File: src/rtl/alu_ctrl.sv
// alu_ctrl: command sequencer for an external combinational ALU.
// A command is accepted in IDLE. The ALU operands are registered on that edge.
// The ALU result and flags are captured one cycle later (EXEC).
// The response is then held in RESP until the consumer takes it.

package alu_ctrl_pkg;

    // Operation codes presented to the external ALU.
    typedef enum logic [2:0] {
        ALU_PASS = 3'd0,
        ALU_ADD  = 3'd1,
        ALU_SUB  = 3'd2,
        ALU_AND  = 3'd3,
        ALU_OR   = 3'd4,
        ALU_XOR  = 3'd5
    } alu_op_e;

    // Command codes accepted on the command port.
    typedef enum logic [2:0] {
        CMD_LDA = 3'd0,
        CMD_ADD = 3'd1,
        CMD_SUB = 3'd2,
        CMD_AND = 3'd3,
        CMD_OR  = 3'd4,
        CMD_XOR = 3'd5,
        CMD_CMP = 3'd6,
        CMD_TST = 3'd7
    } cmd_op_e;

    // Controller states, also exported on the debug port.
    typedef enum logic [1:0] {
        ST_IDLE = 2'd0,
        ST_EXEC = 2'd1,
        ST_RESP = 2'd2
    } state_e;

endpackage

module alu_ctrl
    import alu_ctrl_pkg::*;
#(
    parameter int N = 8
) (
    input  logic         clk_i,
    input  logic         rst_ni,
    // Command channel: a command transfers on a rising edge where
    // valid and ready are both high. cmd_ready_o is high only in IDLE.
    // Response channel: rsp_valid_o stays high, with its payload stable,
    // until a rising edge where rsp_ready_i is also high.
    // rsp_ready_i is ignored while rsp_valid_o is low.
    input  logic         cmd_valid_i,
    output logic         cmd_ready_o,
    input  logic [2:0]   cmd_op_i,
    input  logic [N-1:0] cmd_data_i,
    // External ALU
    output logic [N-1:0] alu_a_o,
    output logic [N-1:0] alu_b_o,
    output alu_op_e      alu_op_o,
    input  logic [N-1:0] alu_y_i,
    input  logic         alu_z_i,
    input  logic         alu_n_i,
    input  logic         alu_c_i,
    input  logic         alu_v_i,
    // Architectural state
    output logic [N-1:0] acc_o,
    output logic [3:0]   flags_o,
    // Response channel
    output logic         rsp_valid_o,
    input  logic         rsp_ready_i,
    output logic [N-1:0] rsp_data_o,
    output logic [3:0]   rsp_flags_o,
    // Debug view of the controller state
    output state_e       dbg_state_o
);

    state_e       state_q,     state_d;
    cmd_op_e      cmd_op_q,    cmd_op_d;
    logic         cmd_ready_q, cmd_ready_d;
    logic [N-1:0] acc_q,       acc_d;
    logic [3:0]   flags_q,     flags_d;
    logic [N-1:0] alu_a_q,     alu_a_d;
    logic [N-1:0] alu_b_q,     alu_b_d;
    alu_op_e      alu_op_q,    alu_op_d;
    logic         rsp_valid_q, rsp_valid_d;
    logic [N-1:0] rsp_data_q,  rsp_data_d;
    logic [3:0]   rsp_flags_q, rsp_flags_d;

    // CMP and TST only report flags; every other command writes the accumulator.
    function automatic logic op_writes_acc(input cmd_op_e op);
        return !(op == CMD_CMP || op == CMD_TST);
    endfunction

    // Next-state logic: acceptance, capture of the ALU result, response handshake.
    always_comb begin
        state_d     = state_q;
        cmd_op_d    = cmd_op_q;
        cmd_ready_d = cmd_ready_q;
        acc_d       = acc_q;
        flags_d     = flags_q;
        alu_a_d     = alu_a_q;
        alu_b_d     = alu_b_q;
        alu_op_d    = alu_op_q;
        rsp_valid_d = rsp_valid_q;
        rsp_data_d  = rsp_data_q;
        rsp_flags_d = rsp_flags_q;

        unique case (state_q)
            ST_IDLE: begin
                if (cmd_valid_i && cmd_ready_q) begin
                    cmd_op_d    = cmd_op_e'(cmd_op_i);
                    cmd_ready_d = 1'b0;
                    state_d     = ST_EXEC;
                    unique case (cmd_op_e'(cmd_op_i))
                        CMD_LDA: begin
                            alu_a_d  = cmd_data_i;
                            alu_b_d  = cmd_data_i;
                            alu_op_d = ALU_PASS;
                        end
                        CMD_ADD: begin
                            alu_a_d  = acc_q;
                            alu_b_d  = cmd_data_i;
                            alu_op_d = ALU_ADD;
                        end
                        CMD_SUB, CMD_CMP: begin
                            alu_a_d  = acc_q;
                            alu_b_d  = cmd_data_i;
                            alu_op_d = ALU_SUB;
                        end
                        CMD_AND: begin
                            alu_a_d  = acc_q;
                            alu_b_d  = cmd_data_i;
                            alu_op_d = ALU_AND;
                        end
                        CMD_OR: begin
                            alu_a_d  = acc_q;
                            alu_b_d  = cmd_data_i;
                            alu_op_d = ALU_OR;
                        end
                        CMD_XOR: begin
                            alu_a_d  = acc_q;
                            alu_b_d  = cmd_data_i;
                            alu_op_d = ALU_XOR;
                        end
                        CMD_TST: begin
                            alu_a_d  = acc_q;
                            alu_b_d  = acc_q;
                            alu_op_d = ALU_PASS;
                        end
                        default: begin
                            alu_a_d  = alu_a_q;
                            alu_b_d  = alu_b_q;
                            alu_op_d = alu_op_q;
                        end
                    endcase
                end
            end
            ST_EXEC: begin
                // The ALU inputs have been stable for a full cycle, so its outputs are settled.
                rsp_data_d  = alu_y_i;
                rsp_flags_d = {alu_z_i, alu_n_i, alu_c_i, alu_v_i};
                flags_d     = {alu_z_i, alu_n_i, alu_c_i, alu_v_i};
                if (op_writes_acc(cmd_op_q)) begin
                    acc_d = alu_y_i;
                end
                rsp_valid_d = 1'b1;
                state_d     = ST_RESP;
            end
            ST_RESP: begin
                if (rsp_ready_i) begin
                    rsp_valid_d = 1'b0;
                    cmd_ready_d = 1'b1;
                    state_d     = ST_IDLE;
                end
            end
            default: begin
                rsp_valid_d = 1'b0;
                cmd_ready_d = 1'b1;
                state_d     = ST_IDLE;
            end
        endcase
    end

    // State and registered outputs; reset aborts any command in flight.
    always_ff @(posedge clk_i or negedge rst_ni) begin
        if (!rst_ni) begin
            state_q     <= ST_IDLE;
            cmd_op_q    <= CMD_LDA;
            cmd_ready_q <= 1'b1;
            acc_q       <= '0;
            flags_q     <= '0;
            alu_a_q     <= '0;
            alu_b_q     <= '0;
            alu_op_q    <= ALU_PASS;
            rsp_valid_q <= 1'b0;
            rsp_data_q  <= '0;
            rsp_flags_q <= '0;
        end else begin
            state_q     <= state_d;
            cmd_op_q    <= cmd_op_d;
            cmd_ready_q <= cmd_ready_d;
            acc_q       <= acc_d;
            flags_q     <= flags_d;
            alu_a_q     <= alu_a_d;
            alu_b_q     <= alu_b_d;
            alu_op_q    <= alu_op_d;
            rsp_valid_q <= rsp_valid_d;
            rsp_data_q  <= rsp_data_d;
            rsp_flags_q <= rsp_flags_d;
        end
    end

    assign cmd_ready_o = cmd_ready_q;
    assign alu_a_o     = alu_a_q;
    assign alu_b_o     = alu_b_q;
    assign alu_op_o    = alu_op_q;
    assign acc_o       = acc_q;
    assign flags_o     = flags_q;
    assign rsp_valid_o = rsp_valid_q;
    assign rsp_data_o  = rsp_data_q;
    assign rsp_flags_o = rsp_flags_q;
    assign dbg_state_o = state_q;

    // Ready is the registered image of the IDLE state.
    a_ready_only_idle: assert property (@(posedge clk_i) disable iff (!rst_ni)
        cmd_ready_q == (state_q == ST_IDLE));

    // A pending response is neither withdrawn nor altered before the handshake.
    a_rsp_hold: assert property (@(posedge clk_i) disable iff (!rst_ni)
        (rsp_valid_q && !rsp_ready_i) |=>
            (rsp_valid_q && $stable(rsp_data_q) && $stable(rsp_flags_q) && $stable(acc_q)));

    // ALU inputs only move on an acceptance edge.
    a_alu_stable: assert property (@(posedge clk_i) disable iff (!rst_ni)
        (state_q != ST_IDLE) |=> ($stable(alu_a_q) && $stable(alu_b_q) && $stable(alu_op_q)));

endmodule
File: config.mk
export PLATFORM = sky130hd
export DESIGN_NAME = alu_ctrl
export DESIGN_NICKNAME = d
export VERILOG_FILES = /design/src/rtl/alu_ctrl.sv
export SDC_FILE = /design/constraint.sdc
export NUM_CORES = 1
export LEC_CHECK = 0
export CAP_MARGIN = 20
export CORE_ASPECT_RATIO = 0.7
export CORE_UTILIZATION = 43
export CTS_CLUSTER_DIAMETER = 50
export CTS_CLUSTER_SIZE = 8
export DETAILED_ROUTE_END_ITERATION = 8
export GPL_TIMING_DRIVEN = 1
export PLACE_DENSITY = 0.79
export SYNTH_ARGS = -nofsm -noshare
export SYNTH_HDL_FRONTEND = slang
export SYNTH_SLANG_ARGS = --single-unit
File: constraint.sdc
create_clock -name clk_i -period 1.7 [get_ports clk_i]
set_clock_uncertainty 0.15 [all_clocks]
set_input_delay 0.34 -clock clk_i [delete_from_list [all_inputs] [get_ports clk_i]]
set_output_delay 0.34 -clock clk_i [all_outputs]
set_load 0.03 [all_outputs]
==> run_results.csv <==
group,metric,value,unit
global_route,pin_count_of_the_biggest_net_entering_global_routing,46,
logic_synthesis,synthSimpleGateAreaFrac,14.3,%
logic_synthesis,post_synth_xor_area_fraction,0,%
timing,max_slew_margin,77.6,%
routing,remaining_drc_errors,0,
clock_network,worst_setup_hold_path_clk_slew,80,ps
flow_run,maxCapViolCount,0,
global_route,global_route.overflow_total,0,
pwr,power_leakage,0.00153,uW
routing,vias,1565,
die,die_h,57.7,um
routing,drt-vias-per-instance,4.98,
die,die_area,4700,sq um
setup_path,path_max_fanout,12,
die,design.portCount,74,
timing,tightestPinTransition,337,ps
timing,post-route-period-util,96.6,%
pwr,vdd.ir_drop.worst,0.487,mV
min_path,min_path_type,"flip-flop to flip-flop",
final_layout,utilization,70.1,%
setup_path,worst_ep_required_time,1730,ps
final_layout,mostFrequentLayoutCells,"dlygate4sd2_1, dfrtp_1, nand2_1",
setup_path,crit_type,"flip-flop to flip-flop",
pwr,power_density,667,nW/um^2
logic_synthesis,synth_sequential_area_ratio,59.2,%
timing,final_max_slew_viol_count,0,
placement,dpl_worst_slack,-121,ps
die,fp.coreArea,4090,sq um
logic_synthesis,largest_family_of_logic_cells_by_synthesized_area,"simple AND/OR/NAND/NOR gates",
logic_synthesis,synth-seq-cells,45,
logic_synthesis,yosys.area_share.adder,0,%
timing,rsz0062_at_grt,"true",
setup_path,end_kind,"flip-flop",
final_layout,layout.cells.most_common,"dlygate4sd2_1",
final_layout,antenna_cells_inserted,0,
clock_network,worst_skew_pair.late_latency,290,ps
timing,fin_ws,58.0,ps
final_layout,fin_nets,288,
clock_network,numClockSinks,45,
status,status,"finished clean",
logic_synthesis,synth_compound_area_share,7.63,%
routing,initialDrtViolationCount,78,
setup_path,critical_path_arrival,1670,ps
logic_synthesis,netlist_area,1900,sq um
logic_synthesis,synthesis.yosys.warnings,0,
pwr,design_power_total,1910,uW
die,starting_density_of_the_core,46.5,%
global_route,grt_first_pass_wirelength,7.20,mm
clock_network,clockRootBuffer,"clkbuf_8",
timing,timing_hold_violations_final,0,
logic_synthesis,syn_avg_cell_area,11.2,sq um
global_route,grt_use_total,21.0,%
timing,finalSetupViolations,0,
global_route,number_of_global_route_vias_before_repair,1497,
routing,route.detailed.wl_per_inst,14.4,um
timing,fmaxAchievable,609,MHz
setup_path,timing.critical_path.from_type,"flip-flop",
clock_network,tritoncts,"yes",
routing,dr.pass1.iters,4,
placement,finalWeightedCongestion,0.755,
clock_network,cts_buffers,5,
die,row_count,19,
timing,timing.setup.tns,0,ps
clock_network,cts_htree_levels,2,
global_route,number_of_antenna_violations_at_the_first_check_in_global_routing,0,
placement,numPortBuffers,73,
die,fp.dieW,81.5,um
logic_synthesis,synthMuxAreaShare,13.0,%
logic_synthesis,netlist_instances,170,
logic_synthesis,postSynthNetCount,197,
clock_network,cts.path.max_buffers,2,
routing,postRouteAntennaNets,0,
timing,fin_crit,1640,ps
logic_synthesis,synthDistinctLibCells,25,
routing,totalWireLength,4.51,mm
placement,post-dp-hpwl,3.22,mm
final_layout,layout-drive-gt1-share,21.0,%
final_layout,area_growth_syn_to_layout,50.6,%
final_layout,finalInstanceArea,2870,sq um
placement,placed_area,2800,sq um
==> report_power, final <==
part	internal, uW	leakage [uW]	total [uW]	switching [uW]
combinational	104	0.000896	205	101
clock	292	0.0000395	622	330
sequential	1080	0.000591	1080	5.35
total	1480	0.00153	1910	436
==> cells by family after synthesis <==
kind of cell	Yosys count
mux	22
buf+inv	17
compound gates	23
simple gates	63
flops	45
==> critical path, cell delays in order (launching register included) <==
cell     delay, ps
dfrtp_1        420
buf_4          150
nor2b_1        200
buf_4          240
mux2_2         350
==> sequential cells by signal (all words and copies together) (netlist names) <==
register and cells:
acc_o 8, alu_a_o 8, alu_b_o 8, rsp_data_o 8, rsp_flags_o 4, alu_op_o 3
cmd_op_q 2, dbg_state_o 2, cmd_ready_o 1, rsp_valid_o 1
==> final cells by class <==
cell class	count	area, sq um
Tap cell	52	65.1
Inverter	4	15.0
Sequential cell	45	1130
Multi-Input combinational cell	108	679
Timing Repair Buffer	97	898
Clock buffer	8	80.1
Fill cell	340	1220
==> synthesized netlist by cell type <==
master | number | area, sq um
a21oi_1 | 1 | 5.00
a31oi_1 | 16 | 100
nand3_1 | 3 | 15.0
or3_1 | 1 | 6.26
mux2_2 | 21 | 236
dfstp_2 | 1 | 26.3
a21o_1 | 1 | 7.51
clkbuf_1 | 1 | 3.75
nand2_1 | 35 | 131
and3_1 | 1 | 6.26
buf_4 | 6 | 45.0
o21ai_0 | 3 | 15.0
nor2_1 | 18 | 67.6
buf_1 | 1 | 3.75
nor3_2 | 1 | 10.0
mux2_1 | 1 | 11.3
dfrtp_1 | 44 | 1100
nor4bb_1 | 1 | 10.0
buf_2 | 2 | 10.0
nor2b_1 | 1 | 6.26
nand3b_1 | 1 | 7.51
nand2_4 | 1 | 11.3
inv_1 | 4 | 15.0
buf_6 | 3 | 33.8
o22a_1 | 2 | 17.5
==> metal layers <==
metal,GRT usage [%],wire (um),up-vias
met3,6.61,447,5
met4,6.89,42,0
met1,30.2,2140,731
li1,-,-,758
met2,30.2,1890,71
met5,0,0,-
==> stage by stage <==
| step | hold slack, ps | cells |
|---|---|---|
| 3_5_place_dp | 188 | 304 |
| 6_report | 352 | 314 |
| 4_1_cts | 358 | 313 |
| 5_1_grt | 374 | 314 |
| 3_3_place_gp | 186 | 304 |
| 2_1_floorplan | -106 | 170 |
==> final timing paths <==
| path | depth (start not counted) | slack, ps | start | to |
|---|---|---|---|---|
| max | 4 | 60 | dbg_state_o[0] | rsp_data_o[3] |
| min | 1 | 350 | rsp_data_o[2] | rsp_data_o[2] |
| max reg2reg | 4 | 60 | dbg_state_o[0] | rsp_data_o[3] |
| min reg2reg | 1 | 350 | rsp_data_o[2] | rsp_data_o[2] |
| max in group asynchronous | 3 | 730 | rst_ni | cmd_ready_o |
| min in group asynchronous | 3 | 400 | rst_ni | alu_a_o[3] |
==> repair_timing <==
| item | CTS | global route |
|---|---|---|
| endpoints found under the hold margin | 44 | 0 |
| pin swaps | 0 | 1 |
| hold buffers | 1 | 0 |
| endpoints found under the setup margin | 46 | 22 |
| cloned | 0 | 1 |
| resized for setup | 46 | 2 |
| buffers inserted | 0 | 0 |
Power figures use the tool's default switching activity.
